$ cat config.mk
export PLATFORM = sky130hd
export DESIGN_NAME = fdc_multi
export DESIGN_NICKNAME = d
export VERILOG_FILES = /design/src/rtl/fdc_multi.sv
export SDC_FILE = /design/constraint.sdc
export NUM_CORES = 1
export LEC_CHECK = 0
export CORE_UTILIZATION = 25
export CTS_CLUSTER_DIAMETER = 30
export DETAILED_ROUTE_END_ITERATION = 8
export MAX_ROUTING_LAYER = met4
export PLACE_DENSITY = 0.39
export SLEW_MARGIN = 30
export SYNTH_ARGS = -nofsm -noshare
export SYNTH_HDL_FRONTEND = slang
export SYNTH_SLANG_ARGS = --single-unit
$ cat constraint.sdc
create_clock -name clk_ref -period 1.83 [get_ports clk_ref]
set_input_delay 0.366 -clock clk_ref [delete_from_list [all_inputs] [get_ports clk_ref]]
set_output_delay 0.366 -clock clk_ref [all_outputs]
set_load 0.005 [all_outputs]
$ cat src/rtl/fdc_multi.sv
// Multi-channel frequency-to-digital converter: counts synchronized VCO rising edges
// over a programmable clk_ref window and presents latched results through a valid/ready port.
module fdc_multi #(
  parameter int unsigned NCH    = 4,
  parameter int unsigned CNT_W  = 8,
  parameter int unsigned GATE_W = 10,
  localparam int unsigned SEL_W = (NCH > 1) ? $clog2(NCH) : 1
) (
  input  logic              clk_ref,
  input  logic              reset,
  input  logic [NCH-1:0]    vco,
  input  logic              start,
  input  logic              cont,
  input  logic [GATE_W-1:0] gate_len,
  input  logic [SEL_W-1:0]  selec,
  output logic [CNT_W-1:0]  out,
  output logic              out_valid,
  input  logic              out_ready,
  output logic              busy,
  output logic [NCH-1:0]    ovf
);

  typedef enum logic [1:0] {StIdle, StMeasure, StHold} state_e;

  state_e state_q, state_d;

  logic [NCH-1:0] sync1_q, sync2_q, hist_q;
  logic [NCH-1:0] pulse;

  logic [NCH-1:0][CNT_W-1:0] cnt_q, cnt_nxt, res_q;
  logic [NCH-1:0]            cnt_ovf_q, cnt_ovf_nxt, res_ovf_q;
  logic [GATE_W-1:0]         win_q, glen_eff;

  logic start_win;
  logic last_cycle;

  assign pulse    = sync2_q & ~hist_q;
  assign glen_eff = (gate_len == '0) ? GATE_W'(1) : gate_len;

  always_comb begin
    state_d    = state_q;
    start_win  = 1'b0;
    last_cycle = 1'b0;
    unique case (state_q)
      StIdle: begin
        if (start || cont) begin
          state_d   = StMeasure;
          start_win = 1'b1;
        end
      end
      StMeasure: begin
        if (win_q == GATE_W'(1)) begin
          state_d    = StHold;
          last_cycle = 1'b1;
        end
      end
      StHold: begin
        if (out_ready) begin
          if (cont) begin
            state_d   = StMeasure;
            start_win = 1'b1;
          end else begin
            state_d = StIdle;
          end
        end
      end
      default: state_d = StIdle;
    endcase
  end

  // Saturating next count; the last window cycle's pulse is folded in when latching results.
  always_comb begin
    cnt_nxt     = cnt_q;
    cnt_ovf_nxt = cnt_ovf_q;
    for (int i = 0; i < NCH; i++) begin
      if (pulse[i]) begin
        if (cnt_q[i] == '1) begin
          cnt_ovf_nxt[i] = 1'b1;
        end else begin
          cnt_nxt[i] = cnt_q[i] + CNT_W'(1);
        end
      end
    end
  end

  always_ff @(posedge clk_ref) begin
    if (reset) begin
      state_q   <= StIdle;
      sync1_q   <= '0;
      sync2_q   <= '0;
      hist_q    <= '0;
      cnt_q     <= '0;
      cnt_ovf_q <= '0;
      res_q     <= '0;
      res_ovf_q <= '0;
      win_q     <= '0;
    end else begin
      state_q <= state_d;
      sync1_q <= vco;
      sync2_q <= sync1_q;
      hist_q  <= sync2_q;
      if (start_win) begin
        cnt_q     <= '0;
        cnt_ovf_q <= '0;
        win_q     <= glen_eff;
      end else if (state_q == StMeasure) begin
        cnt_q     <= cnt_nxt;
        cnt_ovf_q <= cnt_ovf_nxt;
        win_q     <= win_q - GATE_W'(1);
      end
      if (last_cycle) begin
        res_q     <= cnt_nxt;
        res_ovf_q <= cnt_ovf_nxt;
      end
    end
  end

  always_comb begin
    out = '0;
    for (int i = 0; i < NCH; i++) begin
      if (selec == SEL_W'(i)) out = res_q[i];
    end
  end

  assign out_valid = (state_q == StHold);
  assign busy      = (state_q == StMeasure);
  assign ovf       = res_ovf_q;

endmodule

==> results of run 1 <==
-- metal layers --
metal,part of all wire [%],GRT usage (%)
met1,50,20.5
met2,47,24.7
met3,2.6,3.19
met4,0.67,3.49
met5,0,-
-- cells by family after synthesis --
kind of cell,count (synthesis),share of synthesized area (%)
mux,27,7.68
buf+inv,44,4.00
xor+xnor,22,4.00
fa+ha+maj,6,1.56
simple gates,232,26.5
compound gates,118,16.4
flops,96,39.9
-- power groups by stage --
stage | Clock, W | Combinational (W) | Sequential (W)
6_report | 0.00187 | 0.000621 | 0.00219
4_1_cts | 0.00195 | 0.000614 | 0.00218
3_3_place_gp | 0 | 0.000574 | 0.00223
2_1_floorplan | 0 | 0.000298 | 0.00223
3_5_place_dp | 0 | 0.000576 | 0.00223
5_1_grt | 0.00203 | 0.000674 | 0.00219
-- per-stage QoR --
stage | power, W | setup TNS, ns
floorplan | 0.00253 | 0
global placement | 0.00280 | -5.47
detailed placement | 0.00280 | -5.14
CTS | 0.00474 | 0
global route | 0.00489 | 0
finish | 0.00467 | 0
-- state kept, by name, summed over array words and instances, names as in the netlist --
name and count:
res_q 32, ovf 4, sync1_q 4, cnt_q 32, cnt_ovf_q 4, hist_q 4
win_q 10, state_q 2, sync2_q 4
-- placed cells by master (no fill, tap or decap), types with 6 or more instances in the layout --
cell / instances
dfxtp_1: 96
buf_4: 64
nor2_1: 54
nand2_1: 40
a21oi_1: 31
clkdlybuf4s50_1: 22
nor3_1: 21
xor2_1: 21
mux2i_1: 19
nand3_1: 17
nand4_1: 16
nor2b_1: 16
o21ai_0: 14
a211oi_1: 14
o211ai_1: 13
nand3b_1: 11
and3_1: 10
clkbuf_16: 10
buf_2: 9
mux4_2: 8
nor4_1: 8
buf_12: 8
nand2b_1: 7
a21o_1: 6
-- critical path, stage by stage --
cell	delay (ns)
clkdlybuf4s15_2	0.19
buf_12	0.12
buf_12	0.09
mux4_2	0.51
buf_2	0.15
-- how the worst max path moves through the flow --
stage / to / slack (ns) / startpoint / cells after the start
after detailed placement: out[5] / -0.59 / selec[0] / 4
after global routing: res_q[27]$_SDFFE_PP0P_ / 0.0005 / cnt_q[25]$_SDFFE_PP0P_ / 5
after global placement: out[5] / -0.60 / selec[0] / 4
final: out[5] / 0.03 / selec[0] / 5
after CTS: out[5] / 0.007 / selec[0] / 5
after floorplan: out[0] / 0.11 / selec[0] / 2
-- what timing repair did --
action / in CTS / in global routing
pin swaps: 0 / 3
cloned: 1 / 1
hold endpoints to repair: 0 / 0
endpoints found under the setup margin: 31 / 24
resized for setup: 46 / 12
buffers inserted: 7 / 1
-- synth_stat cells, drive strengths merged (2+ instances only) --
| cell type | number | area, um2 |
|---|---|---|
| and4 | 5 | 43.8 |
| ha | 6 | 75.1 |
| o22ai | 4 | 25.0 |
| nand4 | 16 | 100 |
| inv | 7 | 26.3 |
| dfxtp | 96 | 1920 |
| or4b | 2 | 20.0 |
| nor2 | 54 | 203 |
| mux2i | 19 | 190 |
| or3 | 2 | 12.5 |
| a21oi | 31 | 155 |
| o31ai | 4 | 30.0 |
| o2111ai | 5 | 43.8 |
| nor3 | 22 | 110 |
| nand3 | 17 | 85.1 |
| clkbuf | 26 | 100 |
| and4b | 3 | 30.0 |
| o21ai | 19 | 95.1 |
| and3 | 10 | 62.6 |
| xor2 | 21 | 184 |
| a21o | 6 | 45.0 |
| or4 | 4 | 33.8 |
| o21bai | 3 | 22.5 |
| a22oi | 2 | 15.0 |
| and3b | 2 | 17.5 |
| a211oi | 17 | 143 |
| nand3b | 11 | 82.6 |
| a31oi | 3 | 18.8 |
| o211ai | 13 | 97.6 |
| nor4b | 3 | 32.5 |
| o221ai | 2 | 17.5 |
| nor4 | 10 | 92.6 |
| nand2 | 40 | 150 |
| mux4 | 8 | 180 |
| buf | 11 | 66.3 |
| or2 | 2 | 12.5 |
| o311ai | 2 | 17.5 |
| nor2b | 17 | 106 |
| nand2b | 9 | 56.3 |
-- layout make-up --
type / instances / share of cell area [%]
Sequential cell: 96 / 30.4
Timing Repair Buffer: 110 / 16.0
Clock buffer: 11 / 4.00
Inverter: 7 / 0.455
Multi-Input combinational cell: 405 / 43.4
Tap cell: 260 / 5.14
Clock inverter: 5 / 0.613
==> results.md, run 1 <==
- All-Layer GR Usage: 15.6%
- Die footprint: 0.0198 mm2
- Global-route wire length before repair: 23.1 mm
- RSZ-0062 raised after global routing: false
- Synth Instances: 545
- Hold_buf cts: 0
- Root buf cell: clkbuf_16
- Final setup fails: 0
- Vias in the first global route: 4178
- Critical path arrival: 1.43 ns
- Clk network pwr share: 39.9%
- Synth async-reset ratio: 0%
- Number of synthesis warnings: 0
- Port buffer count: 34
- R2R Setup Slk: 0.10 ns
- Sw Pwr: 0.00123 W
- Post-DR wirelength/cell: 15.9 um
- Switching share of power: 26.4%
- WP data required: 1.46 ns
- Lkg Pwr: 2.31 nW
- Worst Skew: 0.0103 ns
- CP Max Fanout: 5
- Reg2Reg Capture Point: res_q[27]$_SDFFE_PP0P_
- Mean Syn Cell Area: 8.84 um2
- Vias: 4324
- Hold_ws: 0.411 ns
- Int Power: 0.00344 W
- Antenna violations before repair: 0
- Fmax: 0.557 GHz
- CP Capture Type: output port
- Placed insts: 868
- Final hold viol count: 0
- Detailed Place HPWL: 9.96 mm
- # diodes: 0
- Die W: 141 um
- Comb power frac: 13.3%
- Main flop type after synthesis: dfxtp_1
- CTS Buf Count: 9
- Vias per inst: 4.84
- Area growth from synthesis to layout: 31.2%
- Std cell rows: 50
- Setup ws final: 0.0348 ns
- I/O Pins: 35
- Critical path class: in -> out
- Post-synthesis sequential area ratio: 39.9%
- Period utilization: 98.1%
- Layout Nets: 656
- Slew headroom: 67.3%
- Final Util: 33.6%
- Worst slack, placed: -0.588 ns
- Worst Setup Start Kind: input port
- Mapped Area: 0.00482 mm2
- Pin count of the biggest net entering global routing: 36
- Die height: 141 um
- Drt pass-1 iters: 5
- Placed Area: 0.00587 mm2
- R2R Path Start: cnt_q[25]$_SDFFE_PP0P_
- Min-Delay Endpoint: hist_q[0]$_SDFF_PP0_
- Iteration-0 DRC Markers: 229
- EDFF count, synth: 0
- Starting density of the core: 25.6%
- Min-delay worst type: in -> reg
- P per Cell Area: 739 mW/mm2
- Layout cells sized above 1: 20.8%
- Final design instance area without fill: 0.00632 mm2
- Actual slew at the worst max-slew pin: 0.490 ns
- # DRC: 0
- Core area: 0.0188 mm2
- Multi-input combinational cell area: 0.00275 mm2
- Final Non-Filler Cells: 894
- Synth cell types: 59
- Total wire length: 14.2 mm
- Yosys reg bits: 96
- Syn nets: 572
- Reg2Reg Depth: 5
- Gr ovfl total: 0
- Power share of the sequential group: 46.8%
- Max-slew violations: 0
- Clk slew on worst S/H paths: 0.07 ns
- CTS Buffer Depth: 2
- Hold-critical path depth: 2
- CTS H-tree lvls: 3
- Fillers: 1970
- Max Cap Viol: 0
- Sequential Area: 0.00192 mm2
- Status: completed
- Hold_sp: reset
- Remaining antenna violation count: 0
- CTS tree: built
- Fin crit period: 1.80 ns
- Latest clock arrival within the worst-skew pair: 0.35 ns
- Peak supply drop: 490 uV
- Routability cong.: 0.810
- Clk sinks: 96
No activity file was read; power rests on OpenSTA's default activity.
==> run 2: changes to the inputs <==
--- a/config.mk
+++ b/config.mk
@@ -10,7 +10,6 @@
 export DETAILED_ROUTE_END_ITERATION = 8
 export MAX_ROUTING_LAYER = met4
 export PLACE_DENSITY = 0.39
-export SLEW_MARGIN = 30
 export SYNTH_ARGS = -nofsm -noshare
 export SYNTH_HDL_FRONTEND = slang
 export SYNTH_SLANG_ARGS = --single-unit
==> results of run 2 <==
Final layout, timing and power as in run 1 (identical DEF).
==> run 3: changes to the inputs <==
--- a/config.mk
+++ b/config.mk
@@ -5,11 +5,11 @@
 export SDC_FILE = /design/constraint.sdc
 export NUM_CORES = 1
 export LEC_CHECK = 0
-export CORE_UTILIZATION = 25
+export CORE_UTILIZATION = 42
 export CTS_CLUSTER_DIAMETER = 30
 export DETAILED_ROUTE_END_ITERATION = 8
 export MAX_ROUTING_LAYER = met4
-export PLACE_DENSITY = 0.39
+export PLACE_DENSITY = 0.58
 export SYNTH_ARGS = -nofsm -noshare
 export SYNTH_HDL_FRONTEND = slang
 export SYNTH_SLANG_ARGS = --single-unit
==> run 3 against run 2 <==
  * Via count increased by 0.72%
  * Sequential cell count unchanged
  * Clock-buffer cell count fell by 2
  * Highest routed layer unchanged
  * Design area decreased by 1.1%
  * Largest cell class unchanged
  * Clock skew is 0.0046 ns lower
  * Largest power group unchanged
  * Utilization rose by 23 points
  * First-iteration DRC count down 4.4%
  * Worst hold slack worse by 0.016 ns
==> results.md, run 3 (same netlist as run 1, synthesis figures left out) <==
- CTS H-tree lvls: 3
- # DRC: 0
- Hold_buf cts: 0
- Top Registers: cnt_q x32, res_q x32, win_q x10
- Clk sinks: 96
- Reg2Reg Depth: 8
- Layout Nets: 657
- Antenna violations before repair: 0
- Reg2Reg Capture Point: res_q[0]$_SDFFE_PP0P_
- Min-Delay Endpoint: sync2_q[0]$_SDFF_PP0_
- R2R Path Start: win_q[1]$_SDFFE_PP0P_
- WP data required: 1.46 ns
- Worst path slowest cell: mux4_2
- All-Layer GR Usage: 23.9%
- Setup TNS: 0 ns
- Max-slew violations: 0
- M3 GR Usage: 4.06%
- Final Util: 56.7%
- Busiest metal layer after global routing: met2
- Pin count of the biggest net entering global routing: 35
- Final setup fails: 0
- Core area: 0.0110 mm2
- Hold-critical path depth: 2
- Critical path arrival: 1.43 ns
- R2R Setup Slk: 0.07 ns
- CTS Buffer Depth: 2
- Routability cong.: 0.854
- Area growth from synthesis to layout: 29.7%
- Vias in the first global route: 4164
- GRT met2 Usage: 38.1%
- CTS Buf Count: 9
- Iteration-0 DRC Markers: 219
- Period utilization: 98.2%
- Routing usage on met1: 31.3%
- Hold_sp: reset
- P per Cell Area: 795 mW/mm2
- CP Max Fanout: 5
- Worst Setup Start Kind: input port
- Die height: 109 um
- Port buffer count: 34
- Total wire length: 12.9 mm
- Peak supply drop: 661 uV
- Worst Path Buf+Inv: 4
- Vias per inst: 5.62
- Top cell family by delay on the critical path: buffers and inverters
- Commonest non-fill, non-tap cell in the layout: dfxtp_1
- RSZ-0062 raised after global routing: true
- Drt pass-1 iters: 5
- Critical path's largest stage delay: 0.52 ns
- Critical path class: in -> out
- Vias: 4355
- Gr ovfl total: 0
- # diodes: 0
- I/O Pins: 35
- Max Cap Viol: 0
- Final hold viol count: 0
- Worst Skew: 0.00580 ns
- Die W: 109 um
- Remaining antenna violation count: 0
- Die footprint: 0.0119 mm2
- Worst slack, placed: -0.569 ns
- Detailed Place HPWL: 8.89 mm
- Clk slew on worst S/H paths: 0.07 ns
- CP cell instances: clkdlybuf4s15_2 -> buf_12 -> buf_4 -> mux4_2 -> clkbuf_2
- Std cell rows: 38
- Status: completed
- Fin crit period: 1.80 ns
- Fmax: 0.557 GHz
- Root buf cell: clkbuf_16
- Min-delay worst type: in -> reg
- Layout cells sized above 1: 22.2%
- Global-route wire length before repair: 21.2 mm
- Lkg Pwr: 2.33 nW
- Latest clock arrival within the worst-skew pair: 0.34 ns
- CTS tree: built
- Slew headroom: 75.1%
- Post-DR wirelength/cell: 16.7 um
- CP Capture Type: output port
- Starting density of the core: 43.7%
- Setup ws final: 0.0333 ns
- Actual slew at the worst max-slew pin: 0.369 ns
- Most frequent cells in the layout: dfxtp_1, buf_4, nor2_1
[run 3: cell types whose count changed in the layout (fill, tap and decap cells not counted), moves of 3 or more]
cell	delta
a211oi_1	-4
a211oi_2	+4
bufinv_16	+3
ha_1	-3
ha_2	+3
o21ai_0	+3
o21ai_1	-3
[run 3: power by group]
group | leakage [nW] | internal (W) | switching, W
logic | 1.38 | 0.000293 | 0.000310
clock network | 0.170 | 0.00134 | 0.000840
registers | 0.779 | 0.00214 | 0.0000472
[run 3: how the worst max path moves through the flow]
stage	cells after the start	from	slack, ns	end
final	5	selec[0]	0.03	out[6]
after floorplan	2	selec[0]	0.11	out[0]
after global placement	4	selec[0]	-0.58	out[6]
after detailed placement	4	selec[0]	-0.57	out[6]
after CTS	5	selec[0]	-0.07	out[6]
after global routing	8	win_q[1]$_SDFFE_PP0P_	-0.04	res_q[18]$_SDFFE_PP0P_
[run 3: area by class of cell]
type                    instances  area [um2]
flip-flops and latches         96        1930
clock buffers                   9         225
repair buffers                111        1020
inverters                       7        26.3
clock inverters                 7         118
well taps                     140         175
multi-input cells             405        2770
fillers                      1014        4780
[run 3: layer usage]
layer	wire, um	vias up	part of all wire, %
met5	0	-	0
met2	6000	98	46
met4	113	0	0.87
li1	-	2184	-
met1	6230	2066	48
met3	588	7	4.5
[run 3: stage by stage]
stage          instance area, um2  power [W]  hold slack (ns)  cells
2_1_floorplan                4820    0.00253            0.414    545
3_3_place_gp                 5710    0.00278            0.416    745
3_5_place_dp                 5710    0.00278            0.422    745
4_1_cts                      6120    0.00497            0.385    768
5_1_grt                      6250    0.00515            0.415    775
6_report                     6250    0.00497            0.396    775
[run 3: repair_timing]
item                                    in CTS  in global routing
endpoints found under the hold margin        0                  0
pin swaps                                    0                  5
buffers inserted                             6                  6
gates resized for setup                     41                 19
endpoints found under the setup margin      36                 38
cloned                                       1                  1
[run 3: worst register-to-register path, cell delays in order, from the launching register on]
cell	delay [ns]
dfxtp_1	0.32
inv_2	0.06
ha_2	0.16
nor4b_4	0.18
buf_4	0.15
and4_4	0.27
bufbuf_16	0.29
nor2_1	0.05
a211oi_1	0.19
